### src/rtl/shared_adder_arbiter.sv
// shared_adder_arbiter: round-robin arbiter in front of a single registered adder.
// Requesters present operand pairs; one is granted per cycle when the result
// slot is empty or being drained, and the sum is held until the consumer takes it.
module shared_adder_arbiter #(
    parameter int unsigned NUM_REQ = 4,
    parameter int unsigned WIDTH   = 16,
    localparam int unsigned ID_W   = $clog2(NUM_REQ)
) (
    input  logic                       clock,
    input  logic                       reset,
    input  logic [NUM_REQ-1:0]         req_valid,
    output logic [NUM_REQ-1:0]         req_ready,
    input  logic [NUM_REQ*WIDTH-1:0]   req_a,
    input  logic [NUM_REQ*WIDTH-1:0]   req_b,
    output logic                       resp_valid,
    input  logic                       resp_ready,
    output logic [ID_W-1:0]            resp_id,
    output logic [WIDTH-1:0]           resp_sum,
    output logic [15:0]                op_count
);

    localparam logic [0:0] EMPTY = 1'b0;
    localparam logic [0:0] FULL  = 1'b1;

    logic [0:0]       state;
    logic [0:0]       state_nxt;
    logic [ID_W-1:0]  rr_ptr;
    logic [ID_W-1:0]  rr_nxt;
    logic [ID_W-1:0]  grant_id;
    logic [ID_W-1:0]  cand;
    logic             grant_found;
    logic             can_accept;
    logic             accept;
    logic             drain;
    int unsigned      idx;
    logic [WIDTH-1:0] a_arr [NUM_REQ];
    logic [WIDTH-1:0] b_arr [NUM_REQ];
    logic [WIDTH-1:0] sum_c;

    // Unpack the flat operand buses into per-requester words
    always_comb begin
        for (int unsigned i = 0; i < NUM_REQ; i++) begin
            a_arr[i] = req_a[i*WIDTH +: WIDTH];
            b_arr[i] = req_b[i*WIDTH +: WIDTH];
        end
    end

    // Round-robin search: first valid requester at or after rr_ptr, wrapping
    always_comb begin
        grant_found = 1'b0;
        grant_id    = '0;
        idx         = 0;
        cand        = '0;
        for (int unsigned k = 0; k < NUM_REQ; k++) begin
            idx  = (32'(rr_ptr) + k) % NUM_REQ;
            cand = ID_W'(idx);
            if (!grant_found && req_valid[cand]) begin
                grant_found = 1'b1;
                grant_id    = cand;
            end
        end
    end

    assign drain      = resp_valid && resp_ready;
    assign can_accept = (state == EMPTY) || drain;
    assign sum_c      = a_arr[grant_id] + b_arr[grant_id];
    assign rr_nxt     = (grant_id == ID_W'(NUM_REQ - 1)) ? '0 : grant_id + ID_W'(1);

    // Accept strobe goes only to the granted requester, and never during reset
    always_comb begin
        req_ready = '0;
        if (!reset && can_accept && grant_found) begin
            req_ready[grant_id] = 1'b1;
        end
    end

    assign accept = |(req_valid & req_ready);

    // Next state: a new accept always leaves the slot full, a bare drain empties it
    always_comb begin
        state_nxt = state;
        if (accept) begin
            state_nxt = FULL;
        end else if (drain) begin
            state_nxt = EMPTY;
        end
    end

    // State register; resp_valid mirrors the FULL state
    always_ff @(posedge clock or posedge reset) begin
        if (reset) begin
            state      <= EMPTY;
            resp_valid <= 1'b0;
        end else begin
            state      <= state_nxt;
            resp_valid <= (state_nxt == FULL);
        end
    end

    // Result slot and round-robin pointer load on accept only
    always_ff @(posedge clock or posedge reset) begin
        if (reset) begin
            resp_sum <= '0;
            resp_id  <= '0;
            rr_ptr   <= '0;
        end else if (accept) begin
            resp_sum <= sum_c;
            resp_id  <= grant_id;
            rr_ptr   <= rr_nxt;
        end
    end

    // Completed response handshakes, free-running and wrapping
    always_ff @(posedge clock or posedge reset) begin
        if (reset) begin
            op_count <= '0;
        end else if (drain) begin
            op_count <= op_count + 16'd1;
        end
    end

endmodule
### config.mk
export PLATFORM = sky130hd
export DESIGN_NAME = shared_adder_arbiter
export DESIGN_NICKNAME = d
export VERILOG_FILES = /design/src/rtl/shared_adder_arbiter.sv
export SDC_FILE = /design/constraint.sdc
export NUM_CORES = 1
export LEC_CHECK = 0
export BUFFER_PORTS_ARGS = -buffer_cell sky130_fd_sc_hd__buf_2
export CAP_MARGIN = 10
export CORE_MARGIN = 10
export CORE_UTILIZATION = 40
export DETAILED_ROUTE_END_ITERATION = 7
export PLACE_DENSITY = 0.81
export SETUP_SLACK_MARGIN = 0.3
export SYNTH_ARGS = -nofsm -noshare
export SYNTH_HDL_FRONTEND = slang
export SYNTH_SLANG_ARGS = --single-unit
### constraint.sdc
create_clock -name clock -period 3.1 [get_ports clock]
set_input_delay 0.31 -clock clock [delete_from_list [all_inputs] [get_ports clock]]
set_output_delay 0.31 -clock clock [all_outputs]
set_load 0.05 [all_outputs]
==> results of run 1 <==
==> cells in the mapped netlist, types with 2 or more instances <==
| library cell | instances |
|---|---|
| nand4_1 | 4 |
| mux2_2 | 4 |
| a31oi_1 | 33 |
| o31ai_2 | 2 |
| buf_2 | 12 |
| nor2_1 | 7 |
| o31ai_1 | 4 |
| o22a_1 | 2 |
| a21oi_1 | 13 |
| nand2b_1 | 2 |
| a211oi_2 | 2 |
| nor3_1 | 6 |
| a22oi_1 | 2 |
| ha_1 | 20 |
| and2_1 | 4 |
| a21o_1 | 6 |
| a211oi_1 | 2 |
| nor4_1 | 4 |
| xor2_1 | 7 |
| and3_1 | 34 |
| dfrtp_1 | 37 |
| a211o_1 | 2 |
| buf_4 | 2 |
| inv_1 | 3 |
| clkbuf_1 | 7 |
| xnor2_1 | 19 |
| buf_6 | 4 |
| o21a_1 | 3 |
| nand3_1 | 10 |
| nand2_1 | 155 |
| and4_1 | 2 |
| o21ai_0 | 12 |
==> cells by family after synthesis <==
kind of cell               synth area share
xor gates and xnor gates             0.0680
AOI/OAI and AO/OA                     0.191
and+or+nand+nor                       0.316
muxes                                0.0168
DFF                                   0.277
adders and majority gates            0.0807
buffers and inverters                0.0508
==> power groups by stage <==
stage | Sequential (mW) | Combinational, mW | Clock [mW]
3_5_place_dp | 0.780 | 4.23 | 0
5_1_grt | 0.795 | 5.25 | 0.458
2_1_floorplan | 1.29 | 2.33 | 0
4_1_cts | 0.768 | 4.47 | 0.440
6_report | 0.770 | 4.87 | 0.430
3_3_place_gp | 0.768 | 4.13 | 0
==> what timing repair did <==
| action | 4_1_cts | 5_1_grt |
|---|---|---|
| pin swaps | 11 | 24 |
| setup endpoints to repair | 20 | 21 |
| cloned | 1 | 1 |
| endpoints found under the hold margin | 0 | 0 |
| gates resized for setup | 16 | 48 |
| buffers inserted | 10 | 11 |
==> path summary, 6_finish.rpt <==
check                                        startpoint                       end  cells after the start
worst min-delay path                              reset         state$_DFFE_PP0P_                      2
min in group clock                           resp_ready         state$_DFFE_PP0P_                      3
worst max register to register    rr_ptr[1]$_DFFE_PP0P_  resp_sum[15]$_DFFE_PP0P_                     14
worst max-delay path              rr_ptr[1]$_DFFE_PP0P_  resp_sum[15]$_DFFE_PP0P_                     14
max in group asynchronous                         reset   resp_sum[0]$_DFFE_PP0P_                      3
worst min register to register  resp_sum[5]$_DFFE_PP0P_   resp_sum[5]$_DFFE_PP0P_                      2
==> final cells by class <==
cell class | count | area, um^2 | area share
Multi-Input combinational cell | 379 | 2430 | 0.465
Timing Repair Buffer | 250 | 1570 | 0.301
Sequential cell | 37 | 926 | 0.177
Tap cell | 105 | 131 | 0.0252
Clock buffer | 7 | 86.3 | 0.0165
Inverter | 5 | 40.0 | 0.00767
Clock inverter | 1 | 30.0 | 0.00575
Timing Repair inverter | 1 | 11.3 | 0.00216
==> sequential cells by signal, indices dropped and copies added (netlist names) <==
register and count:
op_count 16, resp_id 2, resp_sum 16, rr_ptr 2
state 1
==> per-stage QoR <==
step | hold WS [ns] | total power [mW] | util | instances | setup TNS [ns]
after floorplan | 0.456 | 3.62 | - | 446 | 0
after global placement | 0.455 | 4.90 | 0.571 | 754 | -0.0633
after detailed placement | 0.463 | 5.01 | 0.571 | 754 | -0.375
after CTS | 0.246 | 5.68 | 0.606 | 773 | -0.109
after global routing | 0.310 | 6.50 | 0.639 | 785 | -1.38
final | 0.212 | 6.07 | 0.639 | 785 | -0.488
==> worst max-delay path, delay by kind of cell (launching register included) <==
kind	cells	cell delay, ns
multiplexers	1	0.30
AO/OA/AOI/OAI	5	0.91
buffers and inverters	3	0.45
flip-flops	1	0.42
AND/OR/NAND/NOR	4	0.68
adder cells (fa/ha/maj)	1	0.34
==> layer usage <==
metal  wire length (um)  share of wire  vias up
li1                   -              -     2035
met1               5390           0.41     1952
met2               6470           0.49      195
met3               1070          0.081       26
met4                282          0.021        0
met5                  0              0        -
==> flow_summary.yaml, run 1 <==
status:
  run_status: "finished with violations"
  failed_checks: "setup timing"
power_and_ir_drop:
  power_density_nw_per_um2: 1160
  p_leak_nw: 2.76
  p_sw_mw: 3.02
  seq_power_share: 0.127
  switching_share: 0.497
  vdd_ir_drop_max_v: 0.000493
  internal_power_mw: 3.05
  pwr-share-clk: 0.071
  pwr-share-comb: 0.802
detailed_routing:
  postRouteAntennaNets: 0
  drtPass1Iterations: 4
  drc: 0
  vias_per_cell: 5.36
  vias: 4208
  wire_per_inst_um: 16.8
  wirelength_mm: 13.2
  drt_iter0_markers: 207
synth:
  synth_flop_cell: "dfrtp_1"
  synth_cell_type_count: 52
  syn_area_um2: 3350
  yosys-top-cells-area: "dfrtp_1 28%, nand2_1 17%, ha_1 7.5%"
  synth_edf_count: 0
  synthesis.nets: 602
  syn_inst: 446
  ys_ff_latch: 37
  synth_top_area_cell: "dfrtp_1"
  yosysSeqAreaShare: 0.277
  synth_top_cell_area_share: 0.277
  synth_area_per_cell_um2: 7.50
  synthArstFlopShare: 1.00
  yosysWarnings: 0
global_routing:
  use_met3: 0.0596
  use_met2: 0.321
  top_usage_layer: "met2"
  grt_pass1_wl_mm: 19.8
  grt_antenna_before_repair: 0
  grtUsageTotal: 0.186
  first_global_vias: 4203
  met1_usage: 0.218
  gr-total-overflow: 0
  grt_max_degree: 42
sta:
  finalSetupViolCount: 6
  finalCritPeriodShare: 1.04
  max_slew_margin: 0.411
  setup_ws_ns: -0.137
  fmax_mhz: 309
  grt_setup_unrepaired: "true"
  skew_ns: 0.00475
  period_minus_slack_ns: 3.24
  finalHoldViolations: 0
  worst_pin_slew_ns: 0.883
  slew_viol_final: 0
die:
  die_area_um2: 12400
  core_area_um2: 8180
  die_w_um: 111
  rows: 33
  die_y_um: 111
  initial_core_util: 0.409
  io_pins: 174
worst_setup_path:
  cp-start-kind: "flop"
  crit_slowest_cell: "dfrtp_1"
  crit_arrival_ns: 3.41
  criticalPathCategory: "flop to flop"
  worstPathCellList: "buf_6 > mux2_4 > nand2_4 > and3_4 > buf_4 > and3_4 > a31oi_1 > ha_1 > buf_6 > nand4_1 > a21o_1 > a311oi_2 > o22a_1 > o31ai_2"
  crit_fanout: 11
  slowest_delay_ns: 0.42
  worstPathRequired_ns: 3.27
  rrSetupSlack_ns: -0.14
  cp-end-kind: "flop"
cts:
  cts_root_buf: "clkbuf_8"
  clk_path_buf_depth: 2
  cts_num_sinks: 37
  cts_tree: "yes"
  hold_buffers: 0
  clock_latency_ns: 0.29
  cts_inserted_buffers: 5
  htreeDepth: 2
  path_clk_slew_ns: 0.07
placement:
  place_worst_setup_slack_ns: -0.0971
  dpl_cell_area_um2: 4670
  place.port_buffers: 173
  routabilityCongestion: 0.916
  place_hpwl_mm: 10.4
final_layout:
  nFillCells: 707
  area_delta_synth_final_pct: 56.0
  final_cell_mix: "170 x buf_2, 148 x nand2_1, 62 x buf_4, 37 x dfrtp_1, 28 x a31oi_1"
  stdcell_area_um2: 5220
  antenna_cells: 0
  finalNetCount: 835
  layout-drive-gt1-share: 0.450
  final_common_cell: "buf_2"
flow_run:
  drv_cap: 0
min_path:
  min_path_type: "input port to asynchronous set/reset pin"
Power figures use the tool's default switching activity.
==> run 2: changes to the inputs <==
--- a/config.mk
+++ b/config.mk
@@ -10,7 +10,7 @@
 export CORE_MARGIN = 10
 export CORE_UTILIZATION = 40
 export DETAILED_ROUTE_END_ITERATION = 7
-export PLACE_DENSITY = 0.81
+export PLACE_DENSITY = 0.78
 export SETUP_SLACK_MARGIN = 0.3
 export SYNTH_ARGS = -nofsm -noshare
 export SYNTH_HDL_FRONTEND = slang
==> constraint.sdc (replaced) <==
create_clock -name clock -period 3.4 [get_ports clock]
set_input_delay 0.34 -clock clock [delete_from_list [all_inputs] [get_ports clock]]
set_output_delay 0.34 -clock clock [all_outputs]
set_load 0.05 [all_outputs]
==> run 2 against run 1 <==
  * The flow now finishes without violations
  * Critical path depth increased by 1
  * Power decreased by 11%
  * First-iteration DRC count increased by 26%
  * Final area decreased by 2.9%
  * Maximum frequency increased by 0.64%
  * Utilization decreased by 1.9 points
  * Die area unchanged
  * Cell count decreased by 3.2%
  * Setup slack improved by 0.32 ns
==> flow_summary.yaml, run 2 (same netlist as run 1, synthesis figures left out) <==
sta:
  final.setup.tns_ns: 0
  finalHoldViolations: 0
  period_minus_slack_ns: 3.22
  hold_ws_ns: 0.290
  worst_pin_slew_ns: 0.973
  skew_ns: 0.00417
  slew_viol_final: 0
  grt_setup_unrepaired: "true"
  finalCritPeriodShare: 0.946
  finalSetupViolCount: 0
  max_slew_margin: 0.351
  fmax_mhz: 311
final_layout:
  area_delta_synth_final_pct: 51.4
  final_common_cell: "buf_2"
  layout-drive-gt1-share: 0.429
  finalNetCount: 810
  final_cell_mix: "173 x buf_2, 153 x nand2_1, 37 x buf_4, 36 x dfrtp_1, 28 x and3_1"
  antenna_cells: 0
  top_regs: "op_count (16), resp_sum (16)"
  final_cells: 760
die:
  die_area_um2: 12400
  die_y_um: 111
  rows: 33
  initial_core_util: 0.409
  core_area_um2: 8180
  io_pins: 174
  die_w_um: 111
detailed_routing:
  drt_iter0_markers: 261
  wl_met3_um: 957
  dr.max_layer_used: "met4"
  wirelength_mm: 12.6
  vias_per_cell: 5.37
  met1_length_mm: 5.28
  postRouteAntennaNets: 0
  drc: 0
  wire_per_inst_um: 16.6
  vias: 4084
  drtPass1Iterations: 6
  dr_wl_met2_mm: 6.10
worst_setup_path:
  cp-end-kind: "flop"
  reg2regPathDepth: 15
  criticalPathCategory: "flop to flop"
  r2r_end: "resp_sum[14]$_DFFE_PP0P_"
  crit_fanout: 12
  rrSetupSlack_ns: 0.18
  slowest_delay_ns: 0.46
  crit_buf_inv: 2
  crit_family: "compound AO/OA/AOI/OAI gates"
  worstPathCellList: "a21oi_2 > o21a_1 > o22a_4 > buf_4 > buf_16 > nand2_1 > and3_1 > a31oi_2 > ha_2 > o21ai_1 > nand2b_2 > a21oi_4 > o31ai_4 > and3_1 > a211o_1"
  cp-start-kind: "flop"
  crit_top_cell: "and3_1"
  worstPathRequired_ns: 3.57
  reg2reg_from: "rr_ptr[1]$_DFFE_PP0P_"
  crit_slowest_cell: "dfrtp_2"
  crit_arrival_ns: 3.39
global_routing:
  first_global_vias: 4382
  grt_antenna_before_repair: 0
  grt_max_degree: 27
  gr-total-overflow: 0
  grt_pass1_wl_mm: 20.3
  grtUsageTotal: 0.188
cts:
  cts_num_sinks: 37
  path_clk_slew_ns: 0.07
  cts_inserted_buffers: 5
  cts_root_buf: "clkbuf_8"
  htreeDepth: 2
  cts_tree: "yes"
  clock_latency_ns: 0.28
  clk_path_buf_depth: 2
flow_run:
  drv_cap: 0
power_and_ir_drop:
  vdd_ir_drop_max_v: 0.000582
  p_leak_nw: 2.65
  power_density_nw_per_um2: 1060
placement:
  routabilityCongestion: 0.875
  place_inst: 720
  place.port_buffers: 173
  place_hpwl_mm: 9.89
status:
  run_status: "finished, final reports clean"
min_path:
  min_path_type: "input port to asynchronous set/reset pin"
run 2: layout make-up:
| cell class | count | area, um^2 |
|---|---|---|
| Sequential cell | 37 | 927 |
| Multi-Input combinational cell | 379 | 2440 |
| Clock inverter | 1 | 30.0 |
| Inverter | 5 | 32.5 |
| Timing Repair Buffer | 225 | 1410 |
| Timing Repair inverter | 1 | 8.76 |
| Fill cell | 732 | 3110 |
| Tap cell | 105 | 131 |
| Clock buffer | 7 | 86.3 |
run 2: repair_timing:
item / CTS / global route
cloned: 4 / 0
hold buffers: 0 / 0
resized for setup: 36 / 16
setup endpoints to repair: 13 / 16
buffers inserted: 19 / 9
pin swaps: 28 / 25
run 2: metal layers:
| layer | global-route usage | up-vias |
|---|---|---|
| met5 | 0 | - |
| met4 | 0.0488 | 0 |
| met3 | 0.0574 | 29 |
| met2 | 0.322 | 202 |
| met1 | 0.224 | 1867 |
| li1 | - | 1986 |
run 2: worst max-delay path by stage:
stage,start,to,slack (ns),depth (start not counted)
2_1_floorplan,rr_ptr[1]$_DFFE_PP0P_,resp_sum[14]$_DFFE_PP0P_,0.30,15
3_3_place_gp,req_valid[0],resp_sum[15]$_DFFE_PP0P_,0.009,16
3_5_place_dp,req_valid[0],resp_sum[15]$_DFFE_PP0P_,-0.05,16
4_1_cts,rr_ptr[1]$_DFFE_PP0P_,resp_sum[14]$_DFFE_PP0P_,0.21,15
5_1_grt,rr_ptr[1]$_DFFE_PP0P_,resp_sum[14]$_DFFE_PP0P_,0.05,16
6_report,rr_ptr[1]$_DFFE_PP0P_,resp_sum[14]$_DFFE_PP0P_,0.18,15
run 2: where the power goes:
group	total [mW]	switching (mW)	internal (mW)	leakage, nW
registers	0.709	0.112	0.597	0.474
clock network	0.387	0.148	0.239	0.0585
logic	4.28	2.46	1.82	2.12
run 2: metrics by stage:
stage | power [mW] | utilization | area (um^2) | setup slack [ns]
2_1_floorplan | 3.23 | - | 3360 | 0.301
4_1_cts | 5.14 | 0.604 | 4940 | 0.212
5_1_grt | 5.78 | 0.620 | 5070 | 0.0523
3_5_place_dp | 4.12 | 0.538 | 4400 | -0.0527
3_3_place_gp | 4.06 | 0.538 | 4400 | 0.00898
6_report | 5.38 | 0.620 | 5070 | 0.184
==> run 3: changes to the inputs <==
--- a/config.mk
+++ b/config.mk
@@ -5,6 +5,7 @@
 export SDC_FILE = /design/constraint.sdc
 export NUM_CORES = 1
 export LEC_CHECK = 0
+export ABC_AREA = 1
 export BUFFER_PORTS_ARGS = -buffer_cell sky130_fd_sc_hd__buf_2
 export CAP_MARGIN = 10
 export CORE_MARGIN = 10
==> run 3 against run 2 <==
  * The flow now finishes with violations (setup timing)
  * Final area rose by 6.1%
  * Clock skew rose by 0.0052 ns
  * Critical endpoint is now resp_sum[15]$_DFFE_PP0P_
  * Area after synthesis rose by 0.41%
  * Highest routed layer unchanged
==> flow_summary.yaml, run 3 <==
synth:
  synthesis.nets: 653
  synth_flop_cell: "dfrtp_1"
  synth_top_area_cell: "dfrtp_1"
  yosysSeqAreaShare: 0.276
  synth_top_cell_area_share: 0.276
  synth_cell_type_count: 30
  yosysWarnings: 0
  synth_area_per_cell_um2: 6.76
  yosysMostFrequentCell: "nand2_1"
  yosys-top-cells-count: "96 x nand2_1, 81 x nor2_1, 67 x o21ai_0"
  synth_edf_count: 0
  syn_area_um2: 3360
  yosys-top-cells-area: "dfrtp_1 28%, nand2_1 11%, o21ai_0 10%"
  ys_ff_latch: 37
  synthArstFlopShare: 1.00
  syn_inst: 497
cts:
  htreeDepth: 2
  path_clk_slew_ns: 0.09
  cts_root_buf: "clkbuf_8"
  cts_num_sinks: 37
  clk_path_buf_depth: 2
  cts_tree: "yes"
  cts_inserted_buffers: 5
  clock_latency_ns: 0.30
die:
  die_w_um: 112
  die_y_um: 112
  core_area_um2: 8220
  initial_core_util: 0.409
  io_pins: 174
  die_area_um2: 12500
  rows: 33
final_layout:
  final_cells: 820
  finalNetCount: 870
  stdcell_area_um2: 5380
  area_delta_synth_final_pct: 60.0
  final_common_cell: "buf_2"
  antenna_cells: 0
  multi_input_area_um2: 2550
  ff_latch_area_um2: 928
  layout-drive-gt1-share: 0.466
  fin_util: 0.654
  top_regs: "op_count (16), resp_sum (16)"
  final_cell_mix: "173 x buf_2, 78 x nand2_1, 66 x nor2_1, 50 x o21ai_0, 46 x buf_4"
  nFillCells: 691
worst_setup_path:
  rrSetupSlack_ns: -0.1
  cp-start-kind: "flop"
  reg2reg_from: "rr_ptr[0]$_DFFE_PP0P_"
  reg2regPathDepth: 27
  criticalPathCategory: "flop to flop"
  cp-end-kind: "flop"
  crit_top_cell: "buf_4"
  crit_buf_inv: 15
  slowest_delay_ns: 0.48
  crit_slowest_cell: "dfrtp_2"
  worstPathRequired_ns: 3.60
  crit_fanout: 6
  r2r_end: "resp_sum[15]$_DFFE_PP0P_"
  crit_family: "buffers and inverters"
  crit_arrival_ns: 3.70
placement:
  routabilityCongestion: 0.969
  place.port_buffers: 173
  place_inst: 771
  dpl_cell_area_um2: 4440
  place_hpwl_mm: 10.2
sta:
  fmax_mhz: 286
  hold_ws_ns: 0.192
  period_minus_slack_ns: 3.50
  max_slew_margin: 0.470
  finalHoldViolations: 0
  grt_setup_unrepaired: "true"
  worst_pin_slew_ns: 0.794
  slew_viol_final: 0
  finalCritPeriodShare: 1.03
  skew_ns: 0.00935
  setup_ws_ns: -0.0993
  finalSetupViolCount: 4
min_path:
  min_path_type: "input port to asynchronous set/reset pin"
global_routing:
  grt_antenna_before_repair: 0
  grt_max_degree: 37
  gr-total-overflow: 0
  grtUsageTotal: 0.203
  grt_pass1_wl_mm: 21.5
  first_global_vias: 4500
detailed_routing:
  postRouteAntennaNets: 0
  vias: 4391
  vias_per_cell: 5.35
  wire_per_inst_um: 17.2
  drt_iter0_markers: 345
  drtPass1Iterations: 5
  drc: 0
  wirelength_mm: 14.1
status:
  failed_checks: "setup timing"
  run_status: "finished with violations"
flow_run:
  drv_cap: 0
run 3: cell types whose count changed after synthesis, sizes merged, moves of 10 or more:
cell | previous run | this run
o21ai | 13 | 82
o22ai | 0 | 30
nor2 | 7 | 83
a31oi | 34 | 2
and3 | 34 | 2
nand2 | 155 | 101
inv | 4 | 35
nand3 | 10 | 20
run 3: metal layers:
layer	share of wire	GRT usage	up-vias
li1	-	-	2105
met5	0	0	-
met2	0.48	0.351	238
met4	0.026	0.0771	0
met1	0.41	0.234	2015
met3	0.091	0.0548	33
run 3: worst max path at each step:
stage | from | endpoint | slack, ns | cells past startpoint
finish | rr_ptr[0]$_DFFE_PP0P_ | resp_sum[15]$_DFFE_PP0P_ | -0.1 | 27
global route | rr_ptr[0]$_DFFE_PP0P_ | resp_sum[12]$_DFFE_PP0P_ | -0.23 | 23
CTS | rr_ptr[1]$_DFFE_PP0P_ | resp_sum[15]$_DFFE_PP0P_ | 0.12 | 27
detailed placement | rr_ptr[0]$_DFFE_PP0P_ | resp_sum[9]$_DFFE_PP0P_ | -0.12 | 21
global placement | rr_ptr[0]$_DFFE_PP0P_ | resp_sum[9]$_DFFE_PP0P_ | 0.06 | 21
floorplan | rr_ptr[0]$_DFFE_PP0P_ | resp_sum[14]$_DFFE_PP0P_ | 0.30 | 22
run 3: timing repair:
item | 4_1_cts | 5_1_grt
hold buffers | 0 | 0
pin swaps | 22 | 32
setup endpoints to repair | 14 | 18
gates resized for setup | 68 | 49
endpoints found under the hold margin | 0 | 0
cloned | 3 | 1
setup buffers | 29 | 8
run 3: logic make-up after synthesis:
family,share of synthesized area
xor gates and xnor gates,0.0782
AOI/OAI and AO/OA,0.220
buffers and inverters,0.0789
DFF,0.276
muxes,0.00335
adders and majority gates,0.0804
and+or+nand+nor,0.264
run 3: cell type report:
cell class	count	area share
multi-input combinational	402	0.475
timing repair buffer	233	0.275
sequential	37	0.173
inverter	35	0.0268
tap	105	0.0244
clock buffer	5	0.0128
clock inverter	3	0.0128
run 3: worst reg2reg max path: stages (launching register included):
cell     delay (ns)
dfrtp_2        0.48
buf_6          0.14
nand2_1        0.07
nand2_2        0.08
nand2_1        0.09
nand2_2        0.07
a21oi_2        0.15
nand2_2        0.10
buf_4          0.14
buf_4          0.12
buf_4          0.12
buf_4          0.12
buf_4          0.12
buf_4          0.12
buf_4          0.12
buf_4          0.12
buf_4          0.12
buf_4          0.12
buf_4          0.12
buf_4          0.12
buf_4          0.12
buf_4          0.13
nand3_1        0.10
nand3_2        0.11
nand2_1        0.09
nand2_1        0.06
nand3_1        0.08
nand2_1        0.06
run 3: stage by stage:
| step | TNS [ns] | worst slack (ns) |
|---|---|---|
| after floorplan | 0 | 0.301 |
| after global placement | 0 | 0.0558 |
| after detailed placement | -0.367 | -0.121 |
| after CTS | 0 | 0.118 |
| after global routing | -1.59 | -0.230 |
| final | -0.224 | -0.0993 |
Power of run 3 is not shown: default switching activity piles up to over one toggle a cycle in this logic, so the estimate is an artifact.
